===== src/rtl/regfile_write_arbiter_if.sv =====
// Write-port bundle between the two writeback requesters and the register-file write arbiter.
interface regfile_write_arbiter_if #(
    parameter int DATA_WIDTH = 64
);
    logic                  stall;
    logic                  req0_valid;
    logic [4:0]            req0_addr;
    logic [DATA_WIDTH-1:0] req0_data;
    logic                  req0_ready;
    logic                  req1_valid;
    logic [4:0]            req1_addr;
    logic [DATA_WIDTH-1:0] req1_data;
    logic                  req1_ready;
    logic                  wr_en;
    logic [4:0]            wr_addr;
    logic [DATA_WIDTH-1:0] wr_data;
    logic [7:0]            conflict_cnt;

    modport master (
        output stall, req0_valid, req0_addr, req0_data, req1_valid, req1_addr, req1_data,
        input  req0_ready, req1_ready, wr_en, wr_addr, wr_data, conflict_cnt
    );

    modport slave (
        input  stall, req0_valid, req0_addr, req0_data, req1_valid, req1_addr, req1_data,
        output req0_ready, req1_ready, wr_en, wr_addr, wr_data, conflict_cnt
    );
endinterface


===== src/rtl/regfile_write_arbiter.sv =====
// Two-requester register-file write arbiter with registered write port and tie counter.
// Define REGFILE_ARB_RR_EN for round-robin tie-breaking; otherwise requester 1 always wins ties.
module regfile_write_arbiter #(
    parameter int         DATA_WIDTH = 64,
    parameter logic [4:0] ZERO_REG   = 5'd31
) (
    input logic clk,
    input logic reset,
    regfile_write_arbiter_if.slave bus
);
    logic                  prio1;
    logic                  gnt0;
    logic                  gnt1;
    logic                  xfer;
    logic                  tie;
    logic [4:0]            win_addr;
    logic [DATA_WIDTH-1:0] win_data;

    logic                  wr_en_q,   wr_en_d;
    logic [4:0]            wr_addr_q, wr_addr_d;
    logic [DATA_WIDTH-1:0] wr_data_q, wr_data_d;
    logic [7:0]            cnt_q,     cnt_d;

    // NOTE: every signal gets a default at the top of always_comb so no path infers a latch.
    always_comb begin
        gnt0 = 1'b0;
        gnt1 = 1'b0;
        tie  = !bus.stall && bus.req0_valid && bus.req1_valid;
        if (!reset && !bus.stall) begin
            if (tie) begin
                gnt1 = prio1;
                gnt0 = !prio1;
            end else begin
                gnt0 = bus.req0_valid;
                gnt1 = bus.req1_valid;
            end
        end
        xfer      = gnt0 || gnt1;
        win_addr  = gnt1 ? bus.req1_addr : bus.req0_addr;
        win_data  = gnt1 ? bus.req1_data : bus.req0_data;
        wr_en_d   = xfer && (win_addr != ZERO_REG);
        wr_addr_d = xfer ? win_addr : wr_addr_q;
        wr_data_d = xfer ? win_data : wr_data_q;
        cnt_d     = (tie && cnt_q != 8'hFF) ? cnt_q + 8'd1 : cnt_q;
    end

    // NOTE: state registers use non-blocking assignments so all flops update together at the edge.
    always_ff @(posedge clk or posedge reset) begin
        if (reset) begin
            wr_en_q   <= 1'b0;
            wr_addr_q <= 5'd0;
            wr_data_q <= '0;
            cnt_q     <= 8'd0;
        end else begin
            wr_en_q   <= wr_en_d;
            wr_addr_q <= wr_addr_d;
            wr_data_q <= wr_data_d;
            cnt_q     <= cnt_d;
        end
    end

`ifdef REGFILE_ARB_RR_EN
    logic ptr_q;

    // Pointer names the requester that wins the next tie: the loser of the last transfer.
    always_ff @(posedge clk or posedge reset) begin
        if (reset) begin
            ptr_q <= 1'b0;
        end else if (xfer) begin
            ptr_q <= gnt0;
        end
    end

    assign prio1 = ptr_q;
`else
    assign prio1 = 1'b1;
`endif

    assign bus.req0_ready   = gnt0;
    assign bus.req1_ready   = gnt1;
    assign bus.wr_en        = wr_en_q;
    assign bus.wr_addr      = wr_addr_q;
    assign bus.wr_data      = wr_data_q;
    assign bus.conflict_cnt = cnt_q;
endmodule


===== src/flat_wrapper.sv =====
// flat-port wrapper written by rule: the top's interface ports become plain ports
module regfile_write_arbiter_flat 
#(
    parameter int         DATA_WIDTH = 64,
    parameter logic [4:0] ZERO_REG   = 5'd31
)
  (clk, reset, bus_stall, bus_req0_valid, bus_req0_addr, bus_req0_data, bus_req1_valid, bus_req1_addr, bus_req1_data, bus_req0_ready, bus_req1_ready, bus_wr_en, bus_wr_addr, bus_wr_data, bus_conflict_cnt);
  regfile_write_arbiter_if #(.DATA_WIDTH(DATA_WIDTH)) bus_i ();
  input logic clk;
  input logic reset;
  input wire logic [$bits(bus_i.stall)-1:0] bus_stall;
  input wire logic [$bits(bus_i.req0_valid)-1:0] bus_req0_valid;
  input wire logic [$bits(bus_i.req0_addr)-1:0] bus_req0_addr;
  input wire logic [$bits(bus_i.req0_data)-1:0] bus_req0_data;
  input wire logic [$bits(bus_i.req1_valid)-1:0] bus_req1_valid;
  input wire logic [$bits(bus_i.req1_addr)-1:0] bus_req1_addr;
  input wire logic [$bits(bus_i.req1_data)-1:0] bus_req1_data;
  output wire logic [$bits(bus_i.req0_ready)-1:0] bus_req0_ready;
  output wire logic [$bits(bus_i.req1_ready)-1:0] bus_req1_ready;
  output wire logic [$bits(bus_i.wr_en)-1:0] bus_wr_en;
  output wire logic [$bits(bus_i.wr_addr)-1:0] bus_wr_addr;
  output wire logic [$bits(bus_i.wr_data)-1:0] bus_wr_data;
  output wire logic [$bits(bus_i.conflict_cnt)-1:0] bus_conflict_cnt;
  assign bus_i.stall = bus_stall;
  assign bus_i.req0_valid = bus_req0_valid;
  assign bus_i.req0_addr = bus_req0_addr;
  assign bus_i.req0_data = bus_req0_data;
  assign bus_i.req1_valid = bus_req1_valid;
  assign bus_i.req1_addr = bus_req1_addr;
  assign bus_i.req1_data = bus_req1_data;
  assign bus_req0_ready = bus_i.req0_ready;
  assign bus_req1_ready = bus_i.req1_ready;
  assign bus_wr_en = bus_i.wr_en;
  assign bus_wr_addr = bus_i.wr_addr;
  assign bus_wr_data = bus_i.wr_data;
  assign bus_conflict_cnt = bus_i.conflict_cnt;
  regfile_write_arbiter #(.DATA_WIDTH(DATA_WIDTH), .ZERO_REG(ZERO_REG)) u_core (.clk(clk), .reset(reset), .bus(bus_i));
endmodule

===== config.mk =====
export PLATFORM = sky130hd
export DESIGN_NAME = regfile_write_arbiter_flat
export DESIGN_NICKNAME = d
export VERILOG_FILES = /design/src/rtl/regfile_write_arbiter_if.sv /design/src/rtl/regfile_write_arbiter.sv /design/src/flat_wrapper.sv
export SDC_FILE = /design/constraint.sdc
export NUM_CORES = 1
export LEC_CHECK = 0
export CAP_MARGIN = 20
export CORE_MARGIN = 2
export CORE_UTILIZATION = 40
export CTS_CLUSTER_SIZE = 8
export DETAILED_ROUTE_END_ITERATION = 7
export PLACE_DENSITY = 0.86
export SLEW_MARGIN = 25
export SYNTH_ARGS = -nofsm -noshare
export SYNTH_HDL_FRONTEND = slang
export SYNTH_SLANG_ARGS = --single-unit
export TNS_END_PERCENT = 100

===== constraint.sdc =====
create_clock -name clk -period 4.2 [get_ports clk]
set_input_delay 1.26 -clock clk [delete_from_list [all_inputs] [get_ports clk]]
set_output_delay 1.26 -clock clk [all_outputs]
set_load 0.05 [all_outputs]

==> flow_summary.json <==
{
  "outcome": "complete, no violations",
  "post-cts-setup-buffer-count": 0,
  "drtIter0Drc": 97,
  "max_slew_margin_pct": 51.3,
  "setup_violations": 0,
  "place_congestion": 0.766,
  "regArea_mm2": 0.00195,
  "combPwrFrac_pct": 40.3,
  "remaining_drc_errors": 0,
  "hold_buffers": 0,
  "syn_inst": 342,
  "switching_share_pct": 37.4,
  "power.switching_mw": 1.04,
  "finalSetupTns_ns": 0,
  "synth.largest_area_cell": "dfrtp_1",
  "power_density_mw_per_mm2": 446,
  "placed_cells": 654,
  "synth_cell_type_count": 29,
  "layout_common_cells": "clkdlybuf4s50_1, dfrtp_1, nand2_1",
  "viasPerCell": 4.88,
  "firstDrtPassIters": 4,
  "chipWidth_um": 99.6,
  "std_cell_rows": 34,
  "slew_violations": 0,
  "cts-resized-gates": 0,
  "p_seq_share_pct": 34.9,
  "cts.sinks": 78,
  "routed_wl_um": 10200,
  "first_global_vias": 3374,
  "clkPwrFrac_pct": 24.8,
  "worst-path-max-fanout": 5,
  "htreeDepth": 3,
  "period_minus_slack_ns": 3.72,
  "nNetsFinal": 701,
  "ys_warn_count": 0,
  "yosys_register_bits": 78,
  "multiInputGateArea_mm2": 0.00157,
  "diodes": 0,
  "grt_usage_pct": 20.6,
  "grt_max_degree": 79,
  "period_share_pct": 88.6,
  "yosys-top-cells-area": "dfrtp_1, mux2i_1, o21ai_1",
  "leakage_nw": 2.56,
  "finalHoldViolCount": 0,
  "start_util_pct": 41.5,
  "maxCapViolCount": 0,
  "worstPathRequired_ns": 2.94,
  "internal_power_mw": 1.74,
  "io_pins": 223,
  "cp-start-kind": "input port",
  "dpl_cell_area_mm2": 0.00598,
  "fin_cells": 670,
  "crit_type": "in2out",
  "design_area_mm2": 0.00623,
  "fmaxAchievable_ghz": 0.269,
  "end_kind": "output pin",
  "mostFrequentLayoutCell": "clkdlybuf4s50_1",
  "port_buffers": 222,
  "core_area_mm2": 0.00881,
  "cts_tree": "built",
  "numCtsBuffers": 9,
  "grt_setup_unrepaired": "no",
  "ys_seq_area_share_pct": 53.4,
  "fill_cells": 676,
  "syn2layout_area_growth_pct": 70.2,
  "syn_area_per_cell_um2": 10.7,
  "syn_area_mm2": 0.00366,
  "antenna_found_initial": 0,
  "ant_nets": 0,
  "fp.dieH_um": 99.6,
  "synth_top_area_share_pct": 53.4,
  "clk_pin_slew_worst_paths_ns": 0.07,
  "r2r_start": "u_core.bus.conflict_cnt[3]",
  "root_buffer": "clkbuf_8",
  "min_from": "u_core.bus.wr_data[2]",
  "clock_path_buffers": 2,
  "die-area_mm2": 0.00993,
  "startpoint": "bus_req1_valid",
  "skew_ns": 0.00697,
  "dp_hpwl_um": 7860,
  "drive_gt1_share_pct": 5.52,
  "clock_latency_ns": 0.33,
  "ir_drop_v": 0.000300,
  "synth.net_count": 486,
  "wl_per_cell_um": 15.2,
  "grt_pass1_wl_um": 16100,
  "vias": 3269,
  "gr-total-overflow": 0,
  "hold_class": "reg2reg",
  "arrival_ns": 2.46,
  "tightest_slew_ns": 0.728
}
stage by stage:
stage	hold slack, ns	power (mW)	utilization (%)	setup WS (ns)
2_1_floorplan	0.745	1.63	-	0.945
3_3_place_gp	0.463	2.08	67.9	0.488
3_5_place_dp	0.469	2.11	67.9	0.472
4_1_cts	0.489	2.80	70.7	0.472
5_1_grt	0.510	2.90	70.7	0.401
6_report	0.481	2.78	70.7	0.478
synth_stat cells:
cell type	n
a21oi_1	2
a22o_1	2
a311oi_2	1
and2_1	1
and3_1	3
and3b_2	1
and4_1	2
buf_2	2
buf_4	3
buf_6	7
clkbuf_1	11
dfrtp_1	78
ha_1	1
inv_1	1
mux2_2	2
mux2_4	1
mux2i_1	68
nand2_1	71
nand2b_1	1
nand3_1	4
nor2_1	1
nor2_2	1
nor2b_1	1
nor3b_2	1
o2111ai_1	1
o21ai_0	10
o21ai_1	60
o21ai_2	1
xnor2_1	4
power groups by stage:
stage	Combinational, mW	Sequential, mW	Clock (mW)
2_1_floorplan	0.196	1.43	0
3_3_place_gp	1.11	0.973	0
3_5_place_dp	1.13	0.979	0
4_1_cts	1.13	0.968	0.703
5_1_grt	1.18	0.985	0.740
6_report	1.12	0.968	0.688
sequential cells by signal, summed over array words and instances, names as in the netlist:
| signal | count |
|---|---|
| u_core.bus.wr_addr | 5 |
| u_core.bus.wr_en | 1 |
| u_core.bus.conflict_cnt | 8 |
| u_core.bus.wr_data | 64 |
kinds of logic after synthesis:
family	share of synthesized area [%]
buffers and inverters	4.27
AND/OR/NAND/NOR	10.2
adder cells (fa/ha/maj)	0.342
XOR/XNOR	0.957
AO/OA/AOI/OAI	11.2
multiplexers	19.6
flip-flops	53.4
cell type report:
cell class	count	share of cell area, %
clock buffer	13	2.55
inverter	1	0.0804
multi-input combinational	240	25.2
tap	108	2.17
sequential	78	31.4
timing repair buffer	227	37.2
clock inverter	3	1.45
routing by layer:
layer / track usage, % / vias up / part of all wire, %
li1: - / 1616 / -
met5: 0 / - / 0
met2: 37.4 / 147 / 52
met1: 22.0 / 1492 / 38
met4: 7.48 / 0 / 1.7
met3: 7.17 / 14 / 8.9
worst max-delay path: stages:
cell and delay, ns:
clkdlybuf4s50_1 0.59, nor3b_4 0.42, buf_12 0.19
path summary, 6_finish.rpt:
| kind | slack, ns | end | cells after the start |
|---|---|---|---|
| setup / recovery | 0.48 | bus_req1_ready | 3 |
| hold / removal | 0.48 | u_core.bus.wr_data[2] | 2 |
| setup reg to reg | 2.68 | u_core.bus.conflict_cnt[1] | 4 |
| hold reg to reg | 0.48 | u_core.bus.wr_data[2] | 2 |
| max in group asynchronous | 2.41 | u_core.bus.wr_data[1] | 3 |
| min in group asynchronous | 1.45 | u_core.bus.conflict_cnt[5] | 3 |
Note: power is estimated with default switching activity, not from simulation.
